File: src/rtl/multicycle_controller_pkg.sv
`default_nettype none
// ============================================================================
//  Module   : mc_pkg
//  Brief    : Shared encodings for the multi-cycle accumulator processor:
//             opcodes, ALU function selects and controller state codes.
//  Revision : 1.0 - initial release
// ============================================================================
package mc_pkg;

    // Instruction opcodes, IR[15:13]
    localparam logic [2:0] OP_LDA = 3'd0;
    localparam logic [2:0] OP_STA = 3'd1;
    localparam logic [2:0] OP_ADD = 3'd2;
    localparam logic [2:0] OP_SUB = 3'd3;
    localparam logic [2:0] OP_AND = 3'd4;
    localparam logic [2:0] OP_INC = 3'd5;
    localparam logic [2:0] OP_JMP = 3'd6;
    localparam logic [2:0] OP_JZ  = 3'd7;

    // ALU function selects, shared with the datapath ALU
    localparam logic [1:0] ALU_ADD  = 2'b00;
    localparam logic [1:0] ALU_SUB  = 2'b01;
    localparam logic [1:0] ALU_AND  = 2'b10;
    localparam logic [1:0] ALU_PASS = 2'b11;

    // Controller state codes (also exported on the debug state output)
    typedef enum logic [3:0] {
        FETCH   = 4'd0,
        DECODE  = 4'd1,
        MEM_RD  = 4'd2,
        LOAD_WB = 4'd3,
        ALU_EX  = 4'd4,
        INC_EX  = 4'd5,
        STORE   = 4'd6,
        JUMP    = 4'd7,
        JZ_EX   = 4'd8
    } state_t;

    // ALU function for the two-operand arithmetic/logic instructions
    function automatic logic [1:0] alu_func_of(input logic [2:0] op);
        logic [1:0] f;
        f = ALU_ADD;
        if (op == OP_SUB) f = ALU_SUB;
        if (op == OP_AND) f = ALU_AND;
        return f;
    endfunction

endpackage
`default_nettype wire

File: src/rtl/multicycle_controller_if.sv
`default_nettype none
// ============================================================================
//  Module   : multicycle_controller_if
//  Brief    : Controller <-> datapath bundle: opcode from the IR, every
//             datapath control strobe, plus debug state and instr_done.
//  Revision : 1.0 - initial release
// ============================================================================
interface multicycle_controller_if;

    logic [2:0] opcode;
    logic       PCWrite;
    logic       PCWriteCond;
    logic       IorD;
    logic       memRead;
    logic       memWrite;
    logic       IRWrite;
    logic       memToAcc;
    logic       accWrite;
    logic       ALUSrcA;
    logic       ALUSrcB;
    logic       PCSrc;
    logic [1:0] ALUFunc;
    logic [3:0] state;
    logic       instr_done;

    // Controller side
    modport master (
        input  opcode,
        output PCWrite, PCWriteCond, IorD, memRead, memWrite, IRWrite,
               memToAcc, accWrite, ALUSrcA, ALUSrcB, PCSrc, ALUFunc,
               state, instr_done
    );

    // Datapath side
    modport slave (
        output opcode,
        input  PCWrite, PCWriteCond, IorD, memRead, memWrite, IRWrite,
               memToAcc, accWrite, ALUSrcA, ALUSrcB, PCSrc, ALUFunc,
               state, instr_done
    );

endinterface
`default_nettype wire

File: src/rtl/multicycle_controller.sv
`default_nettype none
// ============================================================================
//  Module   : multicycle_controller
//  Brief    : Moore control FSM for the 16-bit multi-cycle accumulator
//             datapath (fetch, decode, operand read, execute, write-back,
//             store, jump). Outputs depend on registered state only; reset
//             forces every read/write enable low combinationally.
//  Revision : 1.0 - initial release
// ============================================================================
module multicycle_controller
    import mc_pkg::*;
(
    input  wire logic                    clk,
    input  wire logic                    rst,
    multicycle_controller_if.master      mc_bus
);

    state_t     r_state;
    state_t     w_next_state;
    logic [1:0] r_alu_func;

    logic       w_pc_write;
    logic       w_pc_write_cond;
    logic       w_iord;
    logic       w_mem_read;
    logic       w_mem_write;
    logic       w_ir_write;
    logic       w_mem_to_acc;
    logic       w_acc_write;
    logic       w_alu_src_a;
    logic       w_alu_src_b;
    logic       w_pc_src;
    logic [1:0] w_alu_func;
    logic       w_instr_done;

    // State register; reset returns to FETCH from any state
    always_ff @(posedge clk) begin
        if (rst) r_state <= FETCH;
        else     r_state <= w_next_state;
    end

    // ALU function captured from the opcode in MEM_RD so that ALU_EX
    // outputs depend on registered state only
    always_ff @(posedge clk) begin
        if (rst)                    r_alu_func <= ALU_ADD;
        else if (r_state == MEM_RD) r_alu_func <= alu_func_of(mc_bus.opcode);
    end

    // Next-state decode; unreachable codes fall back to FETCH
    always_comb begin
        w_next_state = FETCH;
        case (r_state)
            FETCH:   w_next_state = DECODE;
            DECODE: begin
                case (mc_bus.opcode)
                    OP_LDA, OP_ADD, OP_SUB, OP_AND: w_next_state = MEM_RD;
                    OP_STA:                         w_next_state = STORE;
                    OP_INC:                         w_next_state = INC_EX;
                    OP_JMP:                         w_next_state = JUMP;
                    OP_JZ:                          w_next_state = JZ_EX;
                    default:                        w_next_state = FETCH;
                endcase
            end
            MEM_RD:  w_next_state = (mc_bus.opcode == OP_LDA) ? LOAD_WB : ALU_EX;
            default: w_next_state = FETCH;
        endcase
    end

    // Per-state control decode; anything not set stays 0
    always_comb begin
        w_pc_write      = 1'b0;
        w_pc_write_cond = 1'b0;
        w_iord          = 1'b0;
        w_mem_read      = 1'b0;
        w_mem_write     = 1'b0;
        w_ir_write      = 1'b0;
        w_mem_to_acc    = 1'b0;
        w_acc_write     = 1'b0;
        w_alu_src_a     = 1'b0;
        w_alu_src_b     = 1'b0;
        w_pc_src        = 1'b0;
        w_alu_func      = ALU_ADD;
        w_instr_done    = 1'b0;
        case (r_state)
            FETCH: begin
                w_mem_read  = 1'b1;
                w_ir_write  = 1'b1;
                w_alu_src_b = 1'b1;
                w_pc_write  = 1'b1;
            end
            MEM_RD: begin
                w_iord     = 1'b1;
                w_mem_read = 1'b1;
            end
            LOAD_WB: begin
                w_mem_to_acc = 1'b1;
                w_acc_write  = 1'b1;
                w_instr_done = 1'b1;
            end
            ALU_EX: begin
                w_alu_src_a  = 1'b1;
                w_acc_write  = 1'b1;
                w_alu_func   = r_alu_func;
                w_instr_done = 1'b1;
            end
            INC_EX: begin
                w_alu_src_a  = 1'b1;
                w_alu_src_b  = 1'b1;
                w_acc_write  = 1'b1;
                w_instr_done = 1'b1;
            end
            STORE: begin
                w_iord       = 1'b1;
                w_mem_write  = 1'b1;
                w_instr_done = 1'b1;
            end
            JUMP: begin
                w_pc_src     = 1'b1;
                w_pc_write   = 1'b1;
                w_instr_done = 1'b1;
            end
            JZ_EX: begin
                w_alu_src_a     = 1'b1;
                w_alu_func      = ALU_PASS;
                w_pc_src        = 1'b1;
                w_pc_write_cond = 1'b1;
                w_instr_done    = 1'b1;
            end
            default: ;
        endcase
    end

    // Enables and instr_done are suppressed while reset is held so an
    // in-flight write cannot commit on the resetting edge
    assign mc_bus.PCWrite     = w_pc_write      & ~rst;
    assign mc_bus.PCWriteCond = w_pc_write_cond & ~rst;
    assign mc_bus.memRead     = w_mem_read      & ~rst;
    assign mc_bus.memWrite    = w_mem_write     & ~rst;
    assign mc_bus.IRWrite     = w_ir_write      & ~rst;
    assign mc_bus.accWrite    = w_acc_write     & ~rst;
    assign mc_bus.instr_done  = w_instr_done    & ~rst;
    assign mc_bus.IorD        = w_iord;
    assign mc_bus.memToAcc    = w_mem_to_acc;
    assign mc_bus.ALUSrcA     = w_alu_src_a;
    assign mc_bus.ALUSrcB     = w_alu_src_b;
    assign mc_bus.PCSrc       = w_pc_src;
    assign mc_bus.ALUFunc     = w_alu_func;
    assign mc_bus.state       = r_state;

endmodule
`default_nettype wire

File: src/flat_wrapper.sv
// flat-port wrapper written by rule: the top's interface ports become plain ports
module multicycle_controller_flat import mc_pkg::*;
  (clk, rst, mc_bus_opcode, mc_bus_PCWrite, mc_bus_PCWriteCond, mc_bus_IorD, mc_bus_memRead, mc_bus_memWrite, mc_bus_IRWrite, mc_bus_memToAcc, mc_bus_accWrite, mc_bus_ALUSrcA, mc_bus_ALUSrcB, mc_bus_PCSrc, mc_bus_ALUFunc, mc_bus_state, mc_bus_instr_done);
  multicycle_controller_if mc_bus_i ();
  input  wire logic clk;
  input  wire logic rst;
  input wire logic [$bits(mc_bus_i.opcode)-1:0] mc_bus_opcode;
  output wire logic [$bits(mc_bus_i.PCWrite)-1:0] mc_bus_PCWrite;
  output wire logic [$bits(mc_bus_i.PCWriteCond)-1:0] mc_bus_PCWriteCond;
  output wire logic [$bits(mc_bus_i.IorD)-1:0] mc_bus_IorD;
  output wire logic [$bits(mc_bus_i.memRead)-1:0] mc_bus_memRead;
  output wire logic [$bits(mc_bus_i.memWrite)-1:0] mc_bus_memWrite;
  output wire logic [$bits(mc_bus_i.IRWrite)-1:0] mc_bus_IRWrite;
  output wire logic [$bits(mc_bus_i.memToAcc)-1:0] mc_bus_memToAcc;
  output wire logic [$bits(mc_bus_i.accWrite)-1:0] mc_bus_accWrite;
  output wire logic [$bits(mc_bus_i.ALUSrcA)-1:0] mc_bus_ALUSrcA;
  output wire logic [$bits(mc_bus_i.ALUSrcB)-1:0] mc_bus_ALUSrcB;
  output wire logic [$bits(mc_bus_i.PCSrc)-1:0] mc_bus_PCSrc;
  output wire logic [$bits(mc_bus_i.ALUFunc)-1:0] mc_bus_ALUFunc;
  output wire logic [$bits(mc_bus_i.state)-1:0] mc_bus_state;
  output wire logic [$bits(mc_bus_i.instr_done)-1:0] mc_bus_instr_done;
  assign mc_bus_i.opcode = mc_bus_opcode;
  assign mc_bus_PCWrite = mc_bus_i.PCWrite;
  assign mc_bus_PCWriteCond = mc_bus_i.PCWriteCond;
  assign mc_bus_IorD = mc_bus_i.IorD;
  assign mc_bus_memRead = mc_bus_i.memRead;
  assign mc_bus_memWrite = mc_bus_i.memWrite;
  assign mc_bus_IRWrite = mc_bus_i.IRWrite;
  assign mc_bus_memToAcc = mc_bus_i.memToAcc;
  assign mc_bus_accWrite = mc_bus_i.accWrite;
  assign mc_bus_ALUSrcA = mc_bus_i.ALUSrcA;
  assign mc_bus_ALUSrcB = mc_bus_i.ALUSrcB;
  assign mc_bus_PCSrc = mc_bus_i.PCSrc;
  assign mc_bus_ALUFunc = mc_bus_i.ALUFunc;
  assign mc_bus_state = mc_bus_i.state;
  assign mc_bus_instr_done = mc_bus_i.instr_done;
  multicycle_controller u_core (.clk(clk), .rst(rst), .mc_bus(mc_bus_i));
endmodule
File: config.mk
export PLATFORM = sky130hd
export DESIGN_NAME = multicycle_controller_flat
export DESIGN_NICKNAME = d
export VERILOG_FILES = /design/src/rtl/multicycle_controller_pkg.sv /design/src/rtl/multicycle_controller_if.sv /design/src/rtl/multicycle_controller.sv /design/src/flat_wrapper.sv
export SDC_FILE = /design/constraint.sdc
export NUM_CORES = 1
export LEC_CHECK = 0
export BUFFER_PORTS_ARGS = -buffer_cell sky130_fd_sc_hd__buf_2
export CORE_MARGIN = 3
export CORE_UTILIZATION = 30
export CTS_BUF_LIST = sky130_fd_sc_hd__clkbuf_2
export CTS_CLUSTER_DIAMETER = 80
export DETAILED_ROUTE_END_ITERATION = 16
export GPL_TIMING_DRIVEN = 0
export PLACE_DENSITY = 0.57
export SETUP_SLACK_MARGIN = 0.02
export SYNTH_ARGS = -nofsm -noshare
export SYNTH_HDL_FRONTEND = slang
export SYNTH_SLANG_ARGS = --single-unit
File: constraint.sdc
create_clock -name clk -period 1.15 [get_ports clk]
set_input_delay 0.115 -clock clk [delete_from_list [all_inputs] [get_ports clk]]
set_output_delay 0.115 -clock clk [all_outputs]
set_load 0.05 [all_outputs]
==> flow_metrics.env, run 1 <==
export IMPL_worstSetupPathType="flop to primary output"
export IMPL_synth_ff_latch_count=6
export IMPL_drive_gt1_frac=0.798
export IMPL_dieHeight_um=48.2
export IMPL_post_drt_wl_per_cell_um=15.3
export IMPL_syn_avg_cell_area_sq_um=7.51
export IMPL_grt_pass1_vias=677
export IMPL_fmax_ghz=0.674
export IMPL_fin_setup_tns_ps=-4630
export IMPL_tritoncts="done"
export IMPL_violations="setup timing"
export IMPL_via_per_inst=4.92
export IMPL_status="finished with violations"
export IMPL_groute_usage_overall=0.183
export IMPL_dieArea_sq_mm=0.00232
export IMPL_wirelength_um=2180
export IMPL_crit_buf_inv=1
export IMPL_htree_levels=1
export IMPL_io_pins=23
export IMPL_ant_nets=0
export IMPL_slowest_stage="or3_4"
export IMPL_critPathCaptureType="primary output"
export IMPL_clock_path_buffers=2
export IMPL_coreArea_sq_mm=0.00159
export IMPL_placed_cells=116
export IMPL_ys_types=26
export IMPL_slowest_delay_ps=390
export IMPL_clk_pin_slew_worst_paths_ps=70
export IMPL_syn_cell_area_sq_um=533
export IMPL_fin_crit_ps=1480
export IMPL_syn2layout_area_growth_pct=165
export IMPL_cp_arrival_ps=1370
export IMPL_worstMarginPinSlew_ps=386
export IMPL_syn_nets=80
export IMPL_die_w_um=48.2
export IMPL_path_cells="or3_4, a211oi_4, buf_6"
export IMPL_root_buffer="clkbuf_2"
export IMPL_drc_errors=0
export IMPL_crit_required_ps=1030
export IMPL_rows=14
export IMPL_grt_pass1_wl_um=2960
export IMPL_startpoint_type="flop"
export IMPL_portBuffers=21
export IMPL_synth_top_area_share=0.225
export IMPL_ir_drop_mv=1.15
export IMPL_hold_worst_slack_ps=210
export IMPL_grt_overflow=0
export IMPL_finalInstanceArea_sq_mm=0.00141
export IMPL_fillers=67
export IMPL_slew_headroom=0.743
export IMPL_cts_made_buffers=3
export IMPL_final_nets=129
export IMPL_instances_no_fill=143
export IMPL_worstPathMaxFanout=4
export IMPL_synth_top_cell_by_area="dfxtp_1"
export IMPL_post_dp_hpwl_um=1090
export IMPL_yosysWarnings=0
export IMPL_critical_path_top_delay_family="simple AND/OR/NAND/NOR gates"
export IMPL_antenna_found_initial=0
export IMPL_hold_viol=0
export IMPL_finalWorstSetupSlack_ps=-334
export IMPL_fin_crit_sh=1.29
export IMPL_gp_routability_congestion=0.793
export IMPL_powerDensity_mw_per_mm2=1360
export IMPL_synth_area_top_cells="dfxtp_1 (23%), ha_1 (9.4%), a21oi_1 (8.5%), nand2b_1 (5.9%), buf_2 (4.7%)"
export IMPL_final_max_slew_viol_count=0
export IMPL_rsz0062_at_grt="true"
export IMPL_setup_viol=19
export IMPL_clock_sinks=6
export IMPL_finClkSkew_ps=1.71
export IMPL_yosysSeqAreaShare=0.225
export IMPL_dr_pass1_iters=4
export IMPL_initial_core_util=0.334
export IMPL_clk_latency_ps=220
export IMPL_grt_max_degree=11
export IMPL_dpl_instance_area_sq_um=913
export IMPL_p_leak_nw=0.582
export IMPL_n_antenna_cell=0
export IMPL_drtIter0Drc=23
export IMPL_via_count=704
export IMPL_max_cap_violations=0
export IMPL_synth_cells=71
export IMPL_min_path_type="input pin to flop"
[worst reg2reg max path, delay by kind of cell (launching register included)]
family                 cells  cell delay (ps)
AO/OA/AOI/OAI              1              130
flip-flops                 1              360
buffers and inverters      1              160
AND/OR/NAND/NOR            2              600
[cell families after synthesis]
kind of cell / synth area share
AND/OR/NAND/NOR: 0.411
AO/OA/AOI/OAI: 0.162
buffers and inverters: 0.0681
flip-flops: 0.225
adder cells (fa/ha/maj): 0.0939
multiplexers: 0.0399
[worst paths after layout]
check / to / startpoint / slack (ps) / depth (start not counted)
worst max-delay path: mc_bus_PCWrite / u_core.mc_bus.state[1]$_SDFF_PP0_ / -330 / 3
worst min-delay path: u_core.r_alu_func[1]$_SDFFE_PP0N_ / mc_bus_opcode[2] / 210 / 3
worst max register to register: u_core.mc_bus.state[2]$_SDFF_PP0_ / u_core.mc_bus.state[1]$_SDFF_PP0_ / -180 / 4
worst min register to register: u_core.r_alu_func[1]$_SDFFE_PP0N_ / u_core.r_alu_func[1]$_SDFFE_PP0N_ / 490 / 2
[metrics by stage]
step	utilization	setup WS (ps)	power, W
finish	0.885	-334	0.00192
global route	0.885	-426	0.00202
CTS	0.794	-354	0.00171
detailed placement	0.573	-340	0.00117
global placement	0.573	-326	0.00116
floorplan	-	-543	0.00103
[layer usage]
| metal | up-vias | global-route usage | share of wire | wire (um) |
|---|---|---|---|---|
| li1 | 348 | - | - | - |
| met1 | 337 | 0.224 | 0.44 | 958 |
| met2 | 19 | 0.310 | 0.54 | 1180 |
| met3 | 0 | 0.0258 | 0.020 | 44 |
| met4 | 0 | 0.0860 | 0 | 0 |
| met5 | - | 0 | 0 | 0 |
[cells in the mapped netlist]
| cell | instances |
|---|---|
| a2111o_1 | 1 |
| a211oi_1 | 1 |
| a21oi_1 | 9 |
| and2_1 | 1 |
| and2b_1 | 2 |
| and4b_1 | 1 |
| buf_2 | 5 |
| dfxtp_1 | 6 |
| ha_1 | 4 |
| inv_1 | 3 |
| mux2_2 | 1 |
| mux2i_1 | 1 |
| nand2_1 | 4 |
| nand2b_1 | 5 |
| nand3_1 | 2 |
| nand3b_1 | 2 |
| nor2_1 | 5 |
| nor2b_1 | 3 |
| nor3_1 | 5 |
| nor4_1 | 2 |
| nor4b_1 | 1 |
| nor4b_2 | 1 |
| o21ai_0 | 3 |
| o21bai_1 | 1 |
| or3_1 | 1 |
| or4_4 | 1 |
[timing repair]
action	CTS	global route
buffers inserted	18	6
pin swaps	12	8
endpoints found under the setup margin	20	21
resized for setup	55	16
hold buffers	0	0
cloned	0	1
[registers in the layout, summed over array words and instances (netlist names)]
| name | flops |
|---|---|
| u_core.mc_bus.state | 4 |
| u_core.r_alu_func | 2 |
[report_power, final]
part,switching [W],total (W),internal [W]
clock,0.0000833,0.000176,0.0000923
sequential,0.0000440,0.000281,0.000237
combinational,0.000754,0.00147,0.000713
total,0.000881,0.00192,0.00104
[cells in the final DEF (no fill, tap or decap), drive strengths merged, types with 2 or more instances in the layout]
cell	netlist	routed
a21oi	9	9
ha	4	4
buf	5	47
nor2b	3	3
nor3	5	5
o21ai	3	3
and2b	2	2
nor2	5	5
nand2	4	4
nand3b	2	2
nor4b	2	2
clkbuf	0	6
inv	3	3
nand2b	5	5
dfxtp	6	6
nand3	2	2
nor4	2	2
[final cells by class]
cell class | count | area [sq um] | share of cell area
sequential | 6 | 135 | 0.0958
timing repair buffer | 44 | 463 | 0.328
multi-input combinational | 57 | 671 | 0.476
clock buffer | 4 | 20.0 | 0.0142
inverter | 3 | 11.3 | 0.00799
tap | 24 | 30.0 | 0.0213
buffer | 5 | 80.1 | 0.0568
No activity file was read; power rests on OpenSTA's default activity.
==> inputs of run 2 (changes only) <==
--- a/config.mk
+++ b/config.mk
@@ -6,13 +6,12 @@
 export NUM_CORES = 1
 export LEC_CHECK = 0
 export BUFFER_PORTS_ARGS = -buffer_cell sky130_fd_sc_hd__buf_2
-export CORE_MARGIN = 3
 export CORE_UTILIZATION = 30
 export CTS_BUF_LIST = sky130_fd_sc_hd__clkbuf_2
 export CTS_CLUSTER_DIAMETER = 80
 export DETAILED_ROUTE_END_ITERATION = 16
 export GPL_TIMING_DRIVEN = 0
-export PLACE_DENSITY = 0.57
+export PLACE_DENSITY = 0.53
 export SETUP_SLACK_MARGIN = 0.02
 export SYNTH_ARGS = -nofsm -noshare
 export SYNTH_HDL_FRONTEND = slang
==> flow_metrics.env, run 2 (same netlist as run 1, synthesis figures left out) <==
export IMPL_groute_usage_overall=0.213
export IMPL_tritoncts="done"
export IMPL_syn2layout_area_growth_pct=147
export IMPL_drtIter0Drc=8
export IMPL_rows=14
export IMPL_p_leak_nw=0.537
export IMPL_slowest_delay_ps=380
export IMPL_grt_pass1_vias=664
export IMPL_combPwrFrac=0.749
export IMPL_clock_path_buffers=2
export IMPL_slew_headroom=0.727
export IMPL_cp_arrival_ps=1410
export IMPL_p_clk_frac=0.093
export IMPL_ir_drop_mv=1.14
export IMPL_p_int_w=0.000939
export IMPL_grt_overflow=0
export IMPL_layout_common_cells="buf_6 (17), buf_4 (9), buf_12 (6)"
export IMPL_drc_errors=0
export IMPL_initial_core_util=0.338
export IMPL_violations="setup timing"
export IMPL_p_sw_w=0.000856
export IMPL_fillers=83
export IMPL_finalWorstSetupSlack_ps=-370
export IMPL_post_drt_wl_per_cell_um=16.3
export IMPL_setup_viol=19
export IMPL_coreArea_sq_mm=0.00158
export IMPL_hold_buffers=0
export IMPL_pwr_share_seq=0.158
export IMPL_worstPathMaxFanout=6
export IMPL_min_path_type="input pin to flop"
export IMPL_powerDensity_mw_per_mm2=1360
export IMPL_critPathCaptureType="primary output"
export IMPL_p_sw_frac=0.477
export IMPL_max_cap_violations=0
export IMPL_die_w_um=44.2
export IMPL_power_total_w=0.00179
export IMPL_final_max_slew_viol_count=0
export IMPL_portBuffers=21
export IMPL_gp_routability_congestion=0.685
export IMPL_worstMarginPinSlew_ps=410
export IMPL_startpoint_type="flop"
export IMPL_status="finished with violations"
export IMPL_clk_pin_slew_worst_paths_ps=70
export IMPL_n_antenna_cell=0
export IMPL_grt_pass1_wl_um=3080
export IMPL_wirelength_um=2100
export IMPL_fin_crit_ps=1520
export IMPL_dieHeight_um=44.2
export IMPL_ant_nets=0
export IMPL_clock_sinks=6
export IMPL_clk_latency_ps=220
export IMPL_largest_register_ffs=4
export IMPL_final_nets=123
export IMPL_root_buffer="clkbuf_2"
export IMPL_fin_util=0.837
export IMPL_fin_crit_sh=1.32
export IMPL_dieArea_sq_mm=0.00195
export IMPL_via_count=698
export IMPL_htree_levels=1
export IMPL_dr_pass1_iters=6
export IMPL_drive_gt1_frac=0.770
export IMPL_antenna_found_initial=0
export IMPL_cts_made_buffers=3
export IMPL_layout_commonest_cell="buf_6"
export IMPL_via_per_inst=5.41
export IMPL_grt_max_degree=11
export IMPL_fmax_ghz=0.658
export IMPL_slowest_stage="dfxtp_4"
export IMPL_hold_viol=0
export IMPL_crit_required_ps=1030
export IMPL_finClkSkew_ps=11.4
export IMPL_io_pins=23
export IMPL_path_cells="buf_6, nor4_4, nor2b_4, buf_8"
export IMPL_post_dp_hpwl_um=1050
export IMPL_rsz0062_at_grt="true"
export IMPL_worstSetupPathType="flop to primary output"
-- run 2: changes by cell type in the layout (fill, tap and decap cells not counted), moves of 2 or more --
cell	before	now
a21oi_4	3	1
buf_2	7	5
buf_8	7	4
buf_4	12	9
-- run 2: through the flow --
step           cells  hold slack (ps)  worst slack, ps  setup TNS [ps]  instance area, sq um
6_report         129              230             -370           -4910                  1320
5_1_grt          129              240             -433           -6160                  1320
4_1_cts          126              238             -343           -4120                  1240
3_5_place_dp     108              469             -330           -2670                   903
3_3_place_gp     108              454             -311           -2550                   903
2_1_floorplan     71              280             -543           -3760                   778
-- run 2: worst paths after layout --
path	startpoint	endpoint	slack, ps	depth (start not counted)
hold reg to reg	u_core.r_alu_func[0]$_SDFFE_PP0N_	u_core.r_alu_func[0]$_SDFFE_PP0N_	490	2
hold / removal	mc_bus_opcode[2]	u_core.r_alu_func[1]$_SDFFE_PP0N_	230	3
setup reg to reg	u_core.mc_bus.state[3]$_SDFF_PP0_	u_core.mc_bus.state[1]$_SDFF_PP0_	-250	5
setup / recovery	u_core.mc_bus.state[0]$_SDFF_PP0_	mc_bus_IRWrite	-370	4
-- run 2: what timing repair did --
action / in CTS / in global routing
gates cloned: 0 / 0
endpoints found under the setup margin: 20 / 23
pin swaps: 13 / 12
buffers inserted: 14 / 3
gates resized for setup: 53 / 12
-- run 2: area by class of cell --
class	count	area, sq um	share of cell area
repair buffers	38	399	0.303
clock buffers	4	20.0	0.0152
inverters	3	11.3	0.00854
plain buffers	5	80.1	0.0607
flip-flops and latches	6	135	0.102
well taps	16	20.0	0.0152
multi-input cells	57	653	0.495
-- run 2: critical path, delay by kind of cell (launching register included) --
kind / cells / cell delay, ps
buf+inv: 2 / 280
flops: 1 / 380
simple gates: 2 / 530
-- run 2: routing by layer --
layer | share of wire | GRT usage | vias up
met4 | 0.021 | 0.0545 | 0
met5 | 0 | 0 | -
met1 | 0.41 | 0.266 | 335
met2 | 0.54 | 0.379 | 23
li1 | - | - | 336
met3 | 0.025 | 0.0327 | 4
-- run 2: power by group through the flow --
stage	logic, W	registers [W]	clock network [W]
2_1_floorplan	0.000667	0.000360	0
3_3_place_gp	0.000864	0.000296	0
3_5_place_dp	0.000867	0.000297	0
4_1_cts	0.00121	0.000282	0.000174
5_1_grt	0.00140	0.000290	0.000191
6_report	0.00134	0.000284	0.000167
